===== config.mk =====
export PLATFORM = sky130hd
export DESIGN_NAME = instr_fetch_ctrl
export DESIGN_NICKNAME = d
export VERILOG_FILES = /design/src/rtl/fetch_pkg.sv /design/src/rtl/fetch_pc_reg.sv /design/src/rtl/instr_fetch_ctrl.sv
export SDC_FILE = /design/constraint.sdc
export NUM_CORES = 1
export LEC_CHECK = 0
export BUFFER_PORTS_ARGS = -buffer_cell sky130_fd_sc_hd__buf_4
export CELL_PAD_IN_SITES_DETAIL_PLACEMENT = 1
export CELL_PAD_IN_SITES_GLOBAL_PLACEMENT = 2
export CORE_ASPECT_RATIO = 0.9
export CORE_MARGIN = 2
export CORE_UTILIZATION = 25
export CTS_BUF_LIST = sky130_fd_sc_hd__clkbuf_16
export CTS_CLUSTER_DIAMETER = 50
export DETAILED_ROUTE_END_ITERATION = 10
export GPL_TIMING_DRIVEN = 1
export PLACE_DENSITY_LB_ADDON = 0.1
export SETUP_SLACK_MARGIN = 0.3
export SKIP_LAST_GASP = 1
export SLEW_MARGIN = 15
export SYNTH_ARGS = -nofsm -noshare
export SYNTH_HDL_FRONTEND = slang
export SYNTH_SLANG_ARGS = --single-unit

===== constraint.sdc =====
create_clock -name clka -period 4.6 [get_ports clka]
set_clock_uncertainty 0.05 [all_clocks]
set_input_delay 0.92 -clock clka [delete_from_list [all_inputs] [get_ports clka]]
set_output_delay 0.92 -clock clka [all_outputs]
set_load 0.02 [all_outputs]

===== src/rtl/fetch_pkg.sv =====
// Shared definitions for the instruction fetch controller.
//   - fetch_state_e : controller state (IDLE, RUN, HALT)
//   - *_DEF         : default address/data widths and reset PC
package fetch_pkg;

  localparam int ADDR_WIDTH_DEF = 9;
  localparam int DATA_WIDTH_DEF = 32;
  localparam int RESET_PC_DEF   = 0;

  typedef enum logic [1:0] {
    ST_IDLE = 2'd0,
    ST_RUN  = 2'd1,
    ST_HALT = 2'd2
  } fetch_state_e;

endpackage


===== src/rtl/fetch_pc_reg.sv =====
// Program counter register for the fetch controller.
//   clka, rsta : clock, synchronous active-high reset (pc <= RESET_PC)
//   load       : load load_pc (takes priority over inc)
//   load_pc    : redirect target
//   inc        : advance pc by one, modulo 2**ADDR_WIDTH
//   pc         : current program counter
//   wrap       : one-cycle pulse after an increment from the last address to 0
module fetch_pc_reg #(
  parameter int ADDR_WIDTH = 9,
  parameter int RESET_PC   = 0
) (
  input  logic                  clka,
  input  logic                  rsta,
  input  logic                  load,
  input  logic [ADDR_WIDTH-1:0] load_pc,
  input  logic                  inc,
  output logic [ADDR_WIDTH-1:0] pc,
  output logic                  wrap
);

  localparam logic [ADDR_WIDTH-1:0] PC_MAX = '1;
  localparam logic [ADDR_WIDTH-1:0] PC_ONE = ADDR_WIDTH'(1);
  localparam logic [ADDR_WIDTH-1:0] PC_RST = ADDR_WIDTH'(RESET_PC);

  always_ff @(posedge clka) begin
    if (rsta) begin
      pc   <= PC_RST;
      wrap <= 1'b0;
    end else begin
      wrap <= 1'b0;
      if (load) begin
        pc <= load_pc;
      end else if (inc) begin
        // Natural modulo overflow; flag it so software can see the wrap.
        pc   <= pc + PC_ONE;
        wrap <= (pc == PC_MAX);
      end
    end
  end

endmodule


===== src/rtl/instr_fetch_ctrl.sv =====
// Instruction fetch controller. Sequences a combinational instruction ROM,
// holding one fetched word in an output slot toward decode.
//   clka, rsta      : clock, synchronous active-high reset
//   start           : pulse, IDLE/HALT -> RUN
//   halt_req        : pulse, RUN -> HALT (pending slot drains normally)
//   redirect_valid  : branch/jump taken, load redirect_pc and flush the slot
//   redirect_pc     : redirect target
//   rom_addr        : ROM address (the pc register)
//   rom_data        : ROM word for rom_addr, same cycle
//   instr_out       : registered instruction
//   instr_pc        : address instr_out came from
//   instr_valid     : slot holds an unconsumed instruction
//   instr_ready     : decode accepts the slot this cycle
//   pc_wrap         : one-cycle pulse after pc advances from the last address to 0
//   busy            : registered, high while in RUN
//   state_dbg       : current controller state
//
// Handshake: a transfer happens on a rising edge where instr_valid and
// instr_ready are both high. While instr_valid is high and instr_ready low,
// instr_out/instr_pc hold steady; only a redirect may drop the slot early.
module instr_fetch_ctrl
  import fetch_pkg::*;
#(
  parameter int ADDR_WIDTH = ADDR_WIDTH_DEF,
  parameter int DATA_WIDTH = DATA_WIDTH_DEF,
  parameter int RESET_PC   = RESET_PC_DEF
) (
  input  logic                  clka,
  input  logic                  rsta,
  input  logic                  start,
  input  logic                  halt_req,
  input  logic                  redirect_valid,
  input  logic [ADDR_WIDTH-1:0] redirect_pc,
  output logic [ADDR_WIDTH-1:0] rom_addr,
  input  logic [DATA_WIDTH-1:0] rom_data,
  output logic [DATA_WIDTH-1:0] instr_out,
  output logic [ADDR_WIDTH-1:0] instr_pc,
  output logic                  instr_valid,
  input  logic                  instr_ready,
  output logic                  pc_wrap,
  output logic                  busy,
  output fetch_state_e          state_dbg
);

  fetch_state_e          state_q;
  fetch_state_e          state_d;
  logic                  slot_free;
  logic                  fetch;
  logic                  take;
  logic [ADDR_WIDTH-1:0] pc;

  // State register; busy is registered from the next state so it tracks RUN
  // exactly without a combinational path from the inputs.
  always_ff @(posedge clka) begin
    if (rsta) begin
      state_q <= ST_IDLE;
      busy    <= 1'b0;
    end else begin
      state_q <= state_d;
      busy    <= (state_d == ST_RUN);
    end
  end

  // Redirect never changes state on its own; halt wins over start in RUN.
  always_comb begin
    state_d = state_q;
    case (state_q)
      ST_IDLE: if (start)    state_d = ST_RUN;
      ST_RUN:  if (halt_req) state_d = ST_HALT;
      ST_HALT: if (start)    state_d = ST_RUN;
      default:               state_d = ST_IDLE;
    endcase
  end

  assign slot_free = !instr_valid || instr_ready;
  assign take      = instr_valid && instr_ready;
  // A cycle carrying halt or redirect fetches nothing: halt stops the stream,
  // and the current pc is about to be replaced on redirect.
  assign fetch     = (state_q == ST_RUN) && !halt_req && !redirect_valid && slot_free;

  fetch_pc_reg #(
    .ADDR_WIDTH (ADDR_WIDTH),
    .RESET_PC   (RESET_PC)
  ) u_pc (
    .clka    (clka),
    .rsta    (rsta),
    .load    (redirect_valid),
    .load_pc (redirect_pc),
    .inc     (fetch),
    .pc      (pc),
    .wrap    (pc_wrap)
  );

  assign rom_addr  = pc;
  assign state_dbg = state_q;

  // Output slot. Redirect flushes even an un-accepted word.
  always_ff @(posedge clka) begin
    if (rsta) begin
      instr_out   <= '0;
      instr_pc    <= '0;
      instr_valid <= 1'b0;
    end else if (redirect_valid) begin
      instr_valid <= 1'b0;
    end else if (fetch) begin
      instr_out   <= rom_data;
      instr_pc    <= pc;
      instr_valid <= 1'b1;
    end else if (take) begin
      instr_valid <= 1'b0;
    end
  end

endmodule


**Yosys cells after proc, flatten, opt, wreduce, memory -nomap -nowiden**

Cells that the tools add are included.

- Add/sub/neg operators: 1
- Equality and inequality tests: 4
- Muxes and demuxes: 7
- Bitwise gates (word level): 2
- Reductions and logical operators: 15

Operator list:

| kind | number |
|---|---|
| $mux W9 | 2 |
| $add A9 B1 Y9 const B | 1 |
| $eq A9 B9 Y1 const B | 1 |
| $eq A2 B1 Y1 const B | 2 |
| $logic_and A1 B1 Y1 | 4 |
| $mux W2 | 2 |
| $pmux W2 S2 | 1 |
| $reduce_bool A2 Y1 | 2 |
| $reduce_or A2 Y1 | 2 |
| $logic_not A1 Y1 | 3 |
| $reduce_or A3 Y1 | 1 |
| $eq A2 B2 Y1 const B | 1 |
| $logic_not A2 Y1 | 1 |
| $mux W1 | 2 |
| $not A1 Y1 | 2 |
| $reduce_and A2 Y1 | 1 |
| $logic_or A1 B1 Y1 | 1 |

- Flip-flop bits (word level): 55
- Bits of input ports: 47
- Output and inout bits: 55
- Logic and storage cells: 36

**Logic depth before layout (Yosys ltp)**

Gate-level depths: netlist of the first run.

- Word-level depth: 6
- Gate-level depth with buffers: 6

**By module**

From an unflattened synthesis of the first run, not the netlist that was laid out.

- Cell total of the unflattened synthesis: 256
- Area total of the unflattened synthesis: 2558.7 sq um

By module, submodules not included:

| module | instances | cells each | area each (sq um) | sequential area each (sq um) |
|---|---|---|---|---|
| instr_fetch_ctrl | 1 | 193 | 2025.7 | 900.9 |
| fetch_pc_reg | 1 | 63 | 533.0 | 200.2 |

**Least setup slack after synthesis of the first run**

OpenSTA, ideal clock, no wires.

- Path type: input -> register
- Start point: in halt_req
- End point: reg instr_pc[3]
- Arrival: 2183 ps
- Required time: 4422 ps
- Setup slack: 2240 ps
- Cell stages on the path: 6
- Path buffers: 2
- Cells stage by stage: or3b_1 -> buf_6 -> nor3_4 -> buf_8 -> mux2i_1 -> nor2_1

- Cells in the longest elaborated chain, start to end: 5

RTL lines:

| element | RTL line | RTL |
|---|---|---|
| start, declared | instr_fetch_ctrl.sv:31 | `input logic halt_req,` |
| $logic_not A1 Y1 | instr_fetch_ctrl.sv:79 | `assign fetch = (state_q == ST_RUN) && !halt_req && !redirect_valid && slot_free;` |
| $logic_and A1 B1 Y1 (3 in a row) | instr_fetch_ctrl.sv:79 |  |
| $reduce_and A2 Y1 (no source line) | n/a |  |
| end signal, assigned | instr_fetch_ctrl.sv:107 | `instr_pc <= pc;` |
| end, declared | instr_fetch_ctrl.sv:37 | `output logic [ADDR_WIDTH-1:0] instr_pc,` |

No other way between the ends.
A chain may end at the register's enable or synchronous reset.

**Worst setup path after layout of the first run**

- Start point: in halt_req
- End point: reg instr_out[5]

- Cells in the longest elaborated chain, start to end: 5

RTL lines:

| element | RTL line | RTL |
|---|---|---|
| $logic_not A1 Y1 | instr_fetch_ctrl.sv:79 |  |
| $logic_and A1 B1 Y1 (3 in a row) | instr_fetch_ctrl.sv:79 |  |
| $reduce_and A2 Y1 (no source line) | n/a |  |
| end signal, assigned | instr_fetch_ctrl.sv:106 | `instr_out <= rom_data;` |
| end, declared | instr_fetch_ctrl.sv:36 | `output logic [DATA_WIDTH-1:0] instr_out,` |

No other way between the ends.

==> run metrics, run 1 <==
overflow left after global routing 0; worst path cell trace buf_4 > or3b_1 > nor3_4 > buf_4 > mux2i_1 > nor2_1; Initial Utilization 0.254; portion of netlist area occupied by mux cells 0.190; most used flip-flop cell after synthesis dfxtp_1; area of the mapped netlist 2160 µm²; sink count of the clock tree 55; minimum clock period 2.59 ns; Fin. Hold Viols 0; number of antenna-violating nets in the routed design 0; aggregate negative setup slack 0 ns; leading area contributor after synthesis dfxtp_1; Data arrival, critical path 2.70 ns; iteration-0 DRC count of the detailed router 66; TritonCTS clock tree built; total count of max-transition violations in the final report 0; via count of the routed design 1817; R2R setup slack 2.34 ns; Syn. warnings 0; Critical Path Slowest Stage Cell buf_4; CP Buf/Inv Count 2; average wire length per cell after detail routing 13.6 µm; post-synthesis area per instance 10.2 µm²; die height slightly above 90 µm; global-route wire length before repair between 9 and 10 mm; clock edge transition at the registers on the reported setup and hold paths 0.07 ns; most frequent standard cell in the layout excluding fill and tap cells buf_4; PortBufs 101; first drt pass iteration count 4; count of unresolved DRC violations after routing 0; adder-cell share of the synthesized area 0.0116; total power of the final layout 0.00111 W; row count 32; post-synthesis cell type count 29; detailed placer's ending HPWL 4.05 mm; delay of the slowest cell on the worst path 0.59 ns; Worst-Margin Slew between 0.7 and 0.8 ns; run status finished clean; Total GRT Usage 0.125; number of nets in the synthesized netlist 261; number of nets in the layout 357; # resized after CTS 0; Async SR Flop Fraction 0; depth of the CTS H-tree 2; simple-gate portion of the synthesized area 0.163; Clk Latency, worst-skew pair 0.29 ns; final WL 5.82 mm; maximum fanout along the worst path 41; power density normalized to cell area between 300 and 400 nW/µm²; number of antenna violations at the first check in global routing 0; portion of the clock cycle consumed by the worst path in the final layout 0.564; required time of the critical path about 4.7 ns; launch point of the worst hold path instr_out[11]; Setup Fix Bufs, Post-CTS 0; synthesized-area fraction occupied by xor and xnor cells 0.0243; Rel. slew slack 0.524; maximum number of pins on one net before global-route repair 56; worst hold slack after final layout 0.448 ns; number of storage elements in the synthesis netlist 55; worst flop-to-flop path startpoint state_dbg[0]; RD Place Congestion 0.683; TritonCTS buffer count 5; register area share after synthesis 0.510; worst-case clock buffer depth 2; filler cell count a little over 1000; highest-count cells in the layout ignoring fill and taps buf_4, dfxtp_1, nor2_1; critical path capture point type flip-flop; family with the most delay on the worst path simple AND/OR/NAND/NOR gates; RSZ-0062 raised after global routing false; root buf cell clkbuf_16; Floorplan Core Area 8490 µm²; ranking of synthesized cells by area dfxtp_1, mux2i_1, nor2_1; number of enable flip-flop cells after synthesis 0; largest family of logic cells by synthesized area multiplexers; fraction of final layout cells sized beyond drive strength 1 0.356; Final Setup Violations 0; leakage power 1.31 nW; kind of critical path input pin to flip-flop; via density per instance 4.25; floorplan die area roughly 9400 µm²; Worst IR Drop VDD about 160 µV; timing startpoint of the critical path halt_req; via count of the first global-routing pass 1767; Highest Clock Rate 386 MHz; hold-fix buffers at CTS 0; Top Ports 102; area fraction in compound gates after synthesis 0.0469; Antenna Cells 0; width of the die 102 µm; fraction of post-synthesis cell area in the top cell type by area 0.510; Maximum Capacitance Violations 0; cell occurring most often along the worst timing path buf_4; post-synthesis to final-layout area growth 46.4%; type of the worst min-delay path flip-flop to flip-flop; Synth Instances 212; Worst Setup Start Kind input pin; final cell utilization of the core 0.372
-- Yosys cell counts, drive strengths merged (2+ instances only) --
cell	number
a2111oi	2
ha	2
a21oi	3
nand2b	2
xnor2	5
nand2	5
clkbuf	8
buf	5
nand3	3
nor2	51
dfxtp	55
nor3	6
a211oi	7
nor4	2
inv	4
mux2i	41
-- tightest hold or removal path, stage by stage (launching register included) --
cell	delay (ns)
dfxtp_1	0.33
mux2i_1	0.06
nor2_1	0.07
-- path summary, 6_finish.rpt --
path | endpoint | cells past startpoint
setup reg to reg | instr_out[5] | 5
hold / removal | instr_out[11] | 2
setup / recovery | instr_out[5] | 6
hold reg to reg | instr_out[11] | 2
-- cell families (layout without fill, tap and decap cells) --
kind of cell    count (synthesis)  in the layout
buf+inv                        17            114
fa+ha+maj                       2              2
mux                            41             41
simple gates                   77             77
compound gates                 14             14
xor+xnor                        6              6
flops                          55             55
-- metal layers --
layer	vias to the layer above	wire length (µm)	global-route usage
met3	5	473	0.0419
met4	0	71	0.0467
li1	915	-	-
met5	-	0	0
met2	63	2480	0.174
met1	834	2800	0.176
-- area by class of cell --
| type | instances | area (µm²) | area share |
|---|---|---|---|
| tap | 119 | 149 | 0.0471 |
| sequential | 55 | 1100 | 0.348 |
| clock buffer | 5 | 125 | 0.0396 |
| inverter | 4 | 15.0 | 0.00475 |
| multi-input combinational | 140 | 942 | 0.298 |
| clock inverter | 3 | 63.8 | 0.0202 |
| timing repair buffer | 102 | 766 | 0.242 |
-- per-stage QoR --
| step | area (µm²) | std cells | worst slack, ns |
|---|---|---|---|
| 3_5_place_dp | 2970 | 420 | 1.65 |
| 5_1_grt | 3160 | 428 | 1.87 |
| 4_1_cts | 3160 | 428 | 1.96 |
| 3_3_place_gp | 2970 | 420 | 1.71 |
| 2_1_floorplan | 2160 | 212 | 2.24 |
| 6_report | 3160 | 428 | 2.01 |
-- flip-flops by register name (all words and copies together), names as in the netlist --
register / flops
busy: 1
instr_out: 32
u_pc.pc: 9
instr_valid: 1
u_pc.wrap: 1
state_dbg: 2
instr_pc: 9
-- power breakdown --
group / switching (W) / total (W) / leakage, nW / internal [W]
clock: 0.000175 / 0.000485 / 0.0952 / 0.000310
combinational: 0.0000605 / 0.000123 / 0.770 / 0.0000623
sequential: 0.0000141 / 0.000505 / 0.447 / 0.000491
Power figures use the tool's default switching activity.
==> run 2: changes to the inputs <==
--- a/config.mk
+++ b/config.mk
@@ -10,7 +10,7 @@
 export CELL_PAD_IN_SITES_GLOBAL_PLACEMENT = 2
 export CORE_ASPECT_RATIO = 0.9
 export CORE_MARGIN = 2
-export CORE_UTILIZATION = 25
+export CORE_UTILIZATION = 24
 export CTS_BUF_LIST = sky130_fd_sc_hd__clkbuf_16
 export CTS_CLUSTER_DIAMETER = 50
 export DETAILED_ROUTE_END_ITERATION = 10
==> constraint.sdc (replaced) <==
create_clock -name clka -period 2.3 [get_ports clka]
set_clock_uncertainty 0.05 [all_clocks]
set_input_delay 0.46 -clock clka [delete_from_list [all_inputs] [get_ports clka]]
set_output_delay 0.46 -clock clka [all_outputs]
set_load 0.02 [all_outputs]
==> run 2 against run 1 <==
  * Die area rose by 4.0%
  * Critical path type is now flip-flop to flip-flop
  * Hold slack lost 0.092 ns
  * Register-to-register slack worse by 1.9 ns
  * Largest cell class unchanged
  * Critical endpoint is now instr_out[7]
  * Design area shrank 0.24%
  * Via count increased by 0.94%
  * Power grew 78%
  * Global-route usage shrank 0.23 points
  * Sequential share of layout area grew 0.083 points
==> run metrics, run 2 (synthesized netlist as in run 1, its figures left out) <==
Clk network pwr share 0.363; sink count of the clock tree 55; number of antenna-violating nets in the routed design 0; worst setup path end instr_out[7]; reg2reg end instr_out[7]; launch point of the worst hold path rom_data[5]; Final Setup Violations 0; # resized after CTS 0; first drt pass iteration count 4; die height roughly 94 µm; timing startpoint of the critical path state_dbg[0]; average wire length per cell after detail routing between 10 and 15 µm; required time of the critical path 2.41 ns; placed cell area 3010 µm²; floorplan die area between 9000 and 10000 µm²; Data arrival, critical path between 1.5 and 2 ns; portion of the clock cycle consumed by the worst path in the final layout 0.803; via count of the first global-routing pass 1847; number of antenna violations at the first check in global routing 0; Highest Clock Rate 542 MHz; fraction of final layout cells sized beyond drive strength 1 0.365; delay of the slowest cell on the worst path about 0.47 ns; RSZ-0062 raised after global routing false; via density per instance 4.28; Clk Latency, worst-skew pair 0.28 ns; leakage power 1.30 nW; depth of the CTS H-tree 2; final WL 5.96 mm; worst-case clock buffer depth 2; critical path capture point type flip-flop; minimum clock period 1.85 ns; post-synthesis to final-layout area growth 46.1%; maximum fanout along the worst path 21; sequential share of power 0.509; run status finished clean; share of total power in combinational logic 0.128; family with the most delay on the worst path simple AND/OR/NAND/NOR gates; Post-Place Cells 422; Switching Fraction 0.241; Total GRT Usage 0.123; number of nets in the layout 359; cell-internal power 0.00150 W; NetSw about 0.00048 W; Initial Utilization 0.250; global-route wire length before repair 9.62 mm; aggregate negative setup slack 0 ns; Non-Filler Cell Area, Final about 3200 µm²; Fin. Hold Viols 0; root buf cell clkbuf_16; CP Buf/Inv Count 1; Floorplan Core Area 8650 µm²; Worst Setup Start Kind flip-flop; worst flop-to-flop path startpoint state_dbg[0]; power density normalized to cell area 629 nW/µm²; count of unresolved DRC violations after routing 0; Maximum Capacitance Violations 0; total power of the final layout 0.00198 W; type of the worst min-delay path input pin to flip-flop; Critical Path Slowest Stage Cell or3b_4; TritonCTS clock tree built; Antenna Cells 0; Top Ports 102; register with the highest flop count instr_out; via count of the routed design 1834; Largest register FFs 32; iteration-0 DRC count of the detailed router 29; worst reg2reg path depth 5; kind of critical path flip-flop to flip-flop; maximum number of pins on one net before global-route repair 56; TritonCTS buffer count 5; final cell count without fillers 429; overflow left after global routing 0; RD Place Congestion 0.690; hold-fix buffers at CTS 0; PortBufs a little over 100; Worst-Margin Slew approximately 0.6 ns; total count of max-transition violations in the final report 0; highest-count cells in the layout ignoring fill and taps buf_4, dfxtp_1, nor2_1; Rel. slew slack 0.603; most frequent standard cell in the layout excluding fill and tap cells buf_4; count of cell instances traversed by the critical path 5; Worst IR Drop VDD 274 µV; largest registers instr_out: 32 flops, instr_pc: 9 flops, u_pc.pc: 9 flops; worst path cell trace or3b_4 > nor3_4 > buf_12 > mux2i_1 > nor2_1; R2R setup slack 0.45 ns; row count 32; clock edge transition at the registers on the reported setup and hold paths around 0.070 ns; detailed placer's ending HPWL between 4 and 5 mm; final cell utilization of the core 0.365; Setup Fix Bufs, Post-CTS 0; width of the die 104 µm
run 2: cell count changes in the layout (fill, tap and decap cells not counted), sizes merged:
cell    before  now
inv          5    4
buf        102  104
bufinv       2    0
clkinv       0    2
run 2: final cells by class:
class | instances | area, µm²
clock buffer | 5 | 125
clock inverter | 2 | 8.76
fill | 1028 | 5490
inverter | 4 | 15.0
multi-input combinational | 140 | 950
sequential | 55 | 1100
tap | 119 | 149
timing repair buffer | 104 | 806
run 2: power by group through the flow:
| stage | combinational, W | clock [W] | sequential, W |
|---|---|---|---|
| CTS | 0.000259 | 0.000766 | 0.00101 |
| detailed placement | 0.000258 | 0 | 0.00103 |
| finish | 0.000254 | 0.000719 | 0.00101 |
| global placement | 0.000256 | 0 | 0.00103 |
| global route | 0.000280 | 0.000792 | 0.00101 |
| floorplan | 0.0000945 | 0 | 0.00106 |
run 2: metal layers:
metal	GRT usage	vias to the layer above	part of all wire
li1	-	913	-
met5	0	-	0
met2	0.185	53	0.46
met1	0.165	866	0.47
met4	0.0270	0	0.0054
met3	0.0479	2	0.062
run 2: worst min path at each step:
stage                    endpoint  slack (ns)  cells past startpoint
floorplan            state_dbg[1]        0.51                      2
global placement      instr_pc[6]        0.43                      2
detailed placement  instr_out[29]        0.43                      2
CTS                  instr_out[5]        0.35                      3
global route        instr_out[17]        0.35                      3
finish               instr_out[5]        0.36                      3
run 2: metrics by stage:
stage,hold WS (ns),setup WS [ns]
detailed placement,0.435,0.142
CTS,0.347,0.315
global route,0.353,0.325
floorplan,0.508,0.362
finish,0.356,0.454
global placement,0.426,0.158
run 2: tightest hold or removal path: cells and delay by family:
| kind | cells | cell delay, ns |
|---|---|---|
| AND/OR/NAND/NOR | 1 | 0.07 |
| buffers and inverters | 1 | 0.08 |
| multiplexers | 1 | 0.05 |
==> run 3: changes to the inputs <==
--- a/config.mk
+++ b/config.mk
@@ -10,7 +10,7 @@
 export CELL_PAD_IN_SITES_GLOBAL_PLACEMENT = 2
 export CORE_ASPECT_RATIO = 0.9
 export CORE_MARGIN = 2
-export CORE_UTILIZATION = 24
+export CORE_UTILIZATION = 25
 export CTS_BUF_LIST = sky130_fd_sc_hd__clkbuf_16
 export CTS_CLUSTER_DIAMETER = 50
 export DETAILED_ROUTE_END_ITERATION = 10
==> constraint.sdc (replaced) <==
create_clock -name clka -period 1.7 [get_ports clka]
set_clock_uncertainty 0.05 [all_clocks]
set_input_delay 0.34 -clock clka [delete_from_list [all_inputs] [get_ports clka]]
set_output_delay 0.34 -clock clka [all_outputs]
set_load 0.02 [all_outputs]
==> run 3 against run 2 <==
  * The flow now finishes with violations (negative setup slack)
  * Register-to-register slack worse by 0.50 ns
  * Sequential share of layout area down 3.7 points
  * Clock power up 35%
  * Flip-flop and latch count unchanged
  * First-iteration DRC count up 6.9%
  * Wire length up 8.2%
  * Non-clock buffer count up 28
  * Critical endpoint is now instr_out[2]
==> run metrics, run 3 (synthesized netlist as in run 1, its figures left out) <==
PortBufs 101; number of nets in the layout between 300 and 400; final cell count without fillers between 400 and 500; count of unresolved DRC violations after routing 0; final WL 6.45 mm; launch point of the worst hold path rom_data[20]; FF/Latch Area about 1100 µm²; width of the die 102 µm; overflow left after global routing 0; floorplan die area 9400 µm²; number of cells on the worst hold path 3; power density normalized to cell area 777 nW/µm²; post-synthesis to final-layout area growth 64.8%; root buf cell clkbuf_16; detailed placer's ending HPWL 4.24 mm; number of antenna-violating nets in the routed design 0; Final Setup Violations 24; die height 92.2 µm; Highest Clock Rate around 570 MHz; Fin. Hold Viols 0; filler cell count around 980; highest-count cells in the layout ignoring fill and taps buf_4, nor2_1, dfxtp_1; Maximum Capacitance Violations 0; via density per instance roughly 4.3; type of the worst min-delay path input pin to flip-flop; row count 32; timing startpoint of the critical path state_dbg[0]; via count of the routed design between 1500 and 2000; Top Ports 102; largest registers instr_out: 32 flops, instr_pc: 9 flops, u_pc.pc: 9 flops; Data arrival, critical path 1.85 ns; Largest register FFs 32; total count of max-transition violations in the final report 0; fraction of final layout cells sized beyond drive strength 1 0.463; iteration-0 DRC count of the detailed router 31; TritonCTS clock tree built; register with the highest flop count instr_out; worst-case clock buffer depth 2; number of antenna violations at the first check in global routing 0; final critical-path setup slack -0.0462 ns; routed length on met1 2.94 mm; RD Place Congestion 0.723; kind of critical path flip-flop to flip-flop; critical path capture point type flip-flop; most frequent standard cell in the layout excluding fill and tap cells buf_4; worst path cell trace or3b_4 > nor3_4 > buf_6 > buf_12 > mux2i_1 > nor2_1; minimum clock period 1.75 ns; Worst-Margin Slew 0.603 ns; global-route wire length before repair 9.94 mm; delay of the slowest cell on the worst path 0.41 ns; portion of the clock cycle consumed by the worst path in the final layout 1.03; violations in the final reports negative setup slack; worst hold slack after final layout 0.239 ns; clock edge transition at the registers on the reported setup and hold paths 0.07 ns; Non-Filler Cell Area, Final 3560 µm²; worst flop-to-flop path startpoint state_dbg[0]; Worst Setup Start Kind flip-flop; depth of the CTS H-tree 2; RSZ-0062 raised after global routing true; met2 WL 3.05 mm; TritonCTS buffer count 5; Worst IR Drop VDD 378 µV; leakage power approximately 1.5 nW; first drt pass iteration count 4; hold-fix buffers at CTS 0; run status complete, but fails checks; Post-Place Cells 436; maximum fanout along the worst path 7; Clk Latency, worst-skew pair 0.28 ns; Initial Utilization 0.254; via count of the first global-routing pass about 1900; Critical Path Slowest Stage Cell or3b_4; worst reg2reg path depth 6; placed cell area 3110 µm²; required time of the critical path 1.80 ns; Total GRT Usage 0.135; area of the multi-input gates between 1000 and 1500 µm²; sink count of the clock tree 55; Floorplan Core Area 8490 µm²; amount of wire on met3 after detailed routing between 400 and 500 µm; Rel. slew slack 0.598; Antenna Cells 0; maximum number of pins on one net before global-route repair 56; average wire length per cell after detail routing 14.1 µm; aggregate negative setup slack -0.477 ns; uppermost routed layer met4
run 3: changes by cell type in the layout (fill, tap and decap cells not counted), moves of 2 or more:
| cell | previous run | this run |
|---|---|---|
| buf_6 | 0 | 13 |
| buf_4 | 102 | 113 |
| dfxtp_1 | 55 | 50 |
| dfxtp_2 | 0 | 4 |
| clkbuf_16 | 5 | 7 |
| inv_1 | 4 | 6 |
| nand2_1 | 5 | 3 |
| nand2_2 | 0 | 2 |
| nor3_1 | 5 | 3 |
| nor4_1 | 2 | 0 |
run 3: critical path: cells and delay by family, from the launching register on:
family | cells | cell delay [ns]
and+or+nand+nor | 3 | 0.69
DFF | 1 | 0.34
buffers and inverters | 2 | 0.31
muxes | 1 | 0.21
run 3: routing by layer:
metal,GRT usage,up-vias
li1,-,977
met1,0.181,935
met2,0.214,57
met3,0.0381,5
met4,0.0300,0
met5,0,-
run 3: layout make-up:
type / instances / share of cell area
timing repair buffer: 132 / 0.317
sequential: 55 / 0.312
multi-input combinational: 140 / 0.287
tap: 119 / 0.0418
clock buffer: 5 / 0.0352
inverter: 4 / 0.00422
clock inverter: 3 / 0.00352
run 3: per-stage QoR:
stage / util / worst slack, ns / power [W]
floorplan: - / -0.0767 / 0.00157
global placement: 0.367 / -0.245 / 0.00177
detailed placement: 0.367 / -0.281 / 0.00177
CTS: 0.405 / -0.0623 / 0.00279
global route: 0.419 / -0.142 / 0.00290
finish: 0.419 / -0.0462 / 0.00276
run 3: what timing repair did:
action	CTS	global route
gates cloned	2	2
setup buffers	8	2
pin swaps	12	4
gates resized for setup	25	10
endpoints found under the hold margin	0	0
endpoints found under the setup margin	51	54
run 3: path summary, 6_finish.rpt:
path	endpoint	slack [ns]
setup / recovery	instr_out[2]	-0.05
hold / removal	instr_out[20]	0.24
hold reg to reg	instr_out[12]	0.44
setup reg to reg	instr_out[2]	-0.05
run 3: where the power goes:
| part | switching (W) | internal [W] | total [W] |
|---|---|---|---|
| sequential | 0.0000277 | 0.00133 | 0.00136 |
| clock | 0.000435 | 0.000534 | 0.000969 |
| combinational | 0.000204 | 0.000235 | 0.000439 |
| total | 0.000667 | 0.00210 | 0.00276 |
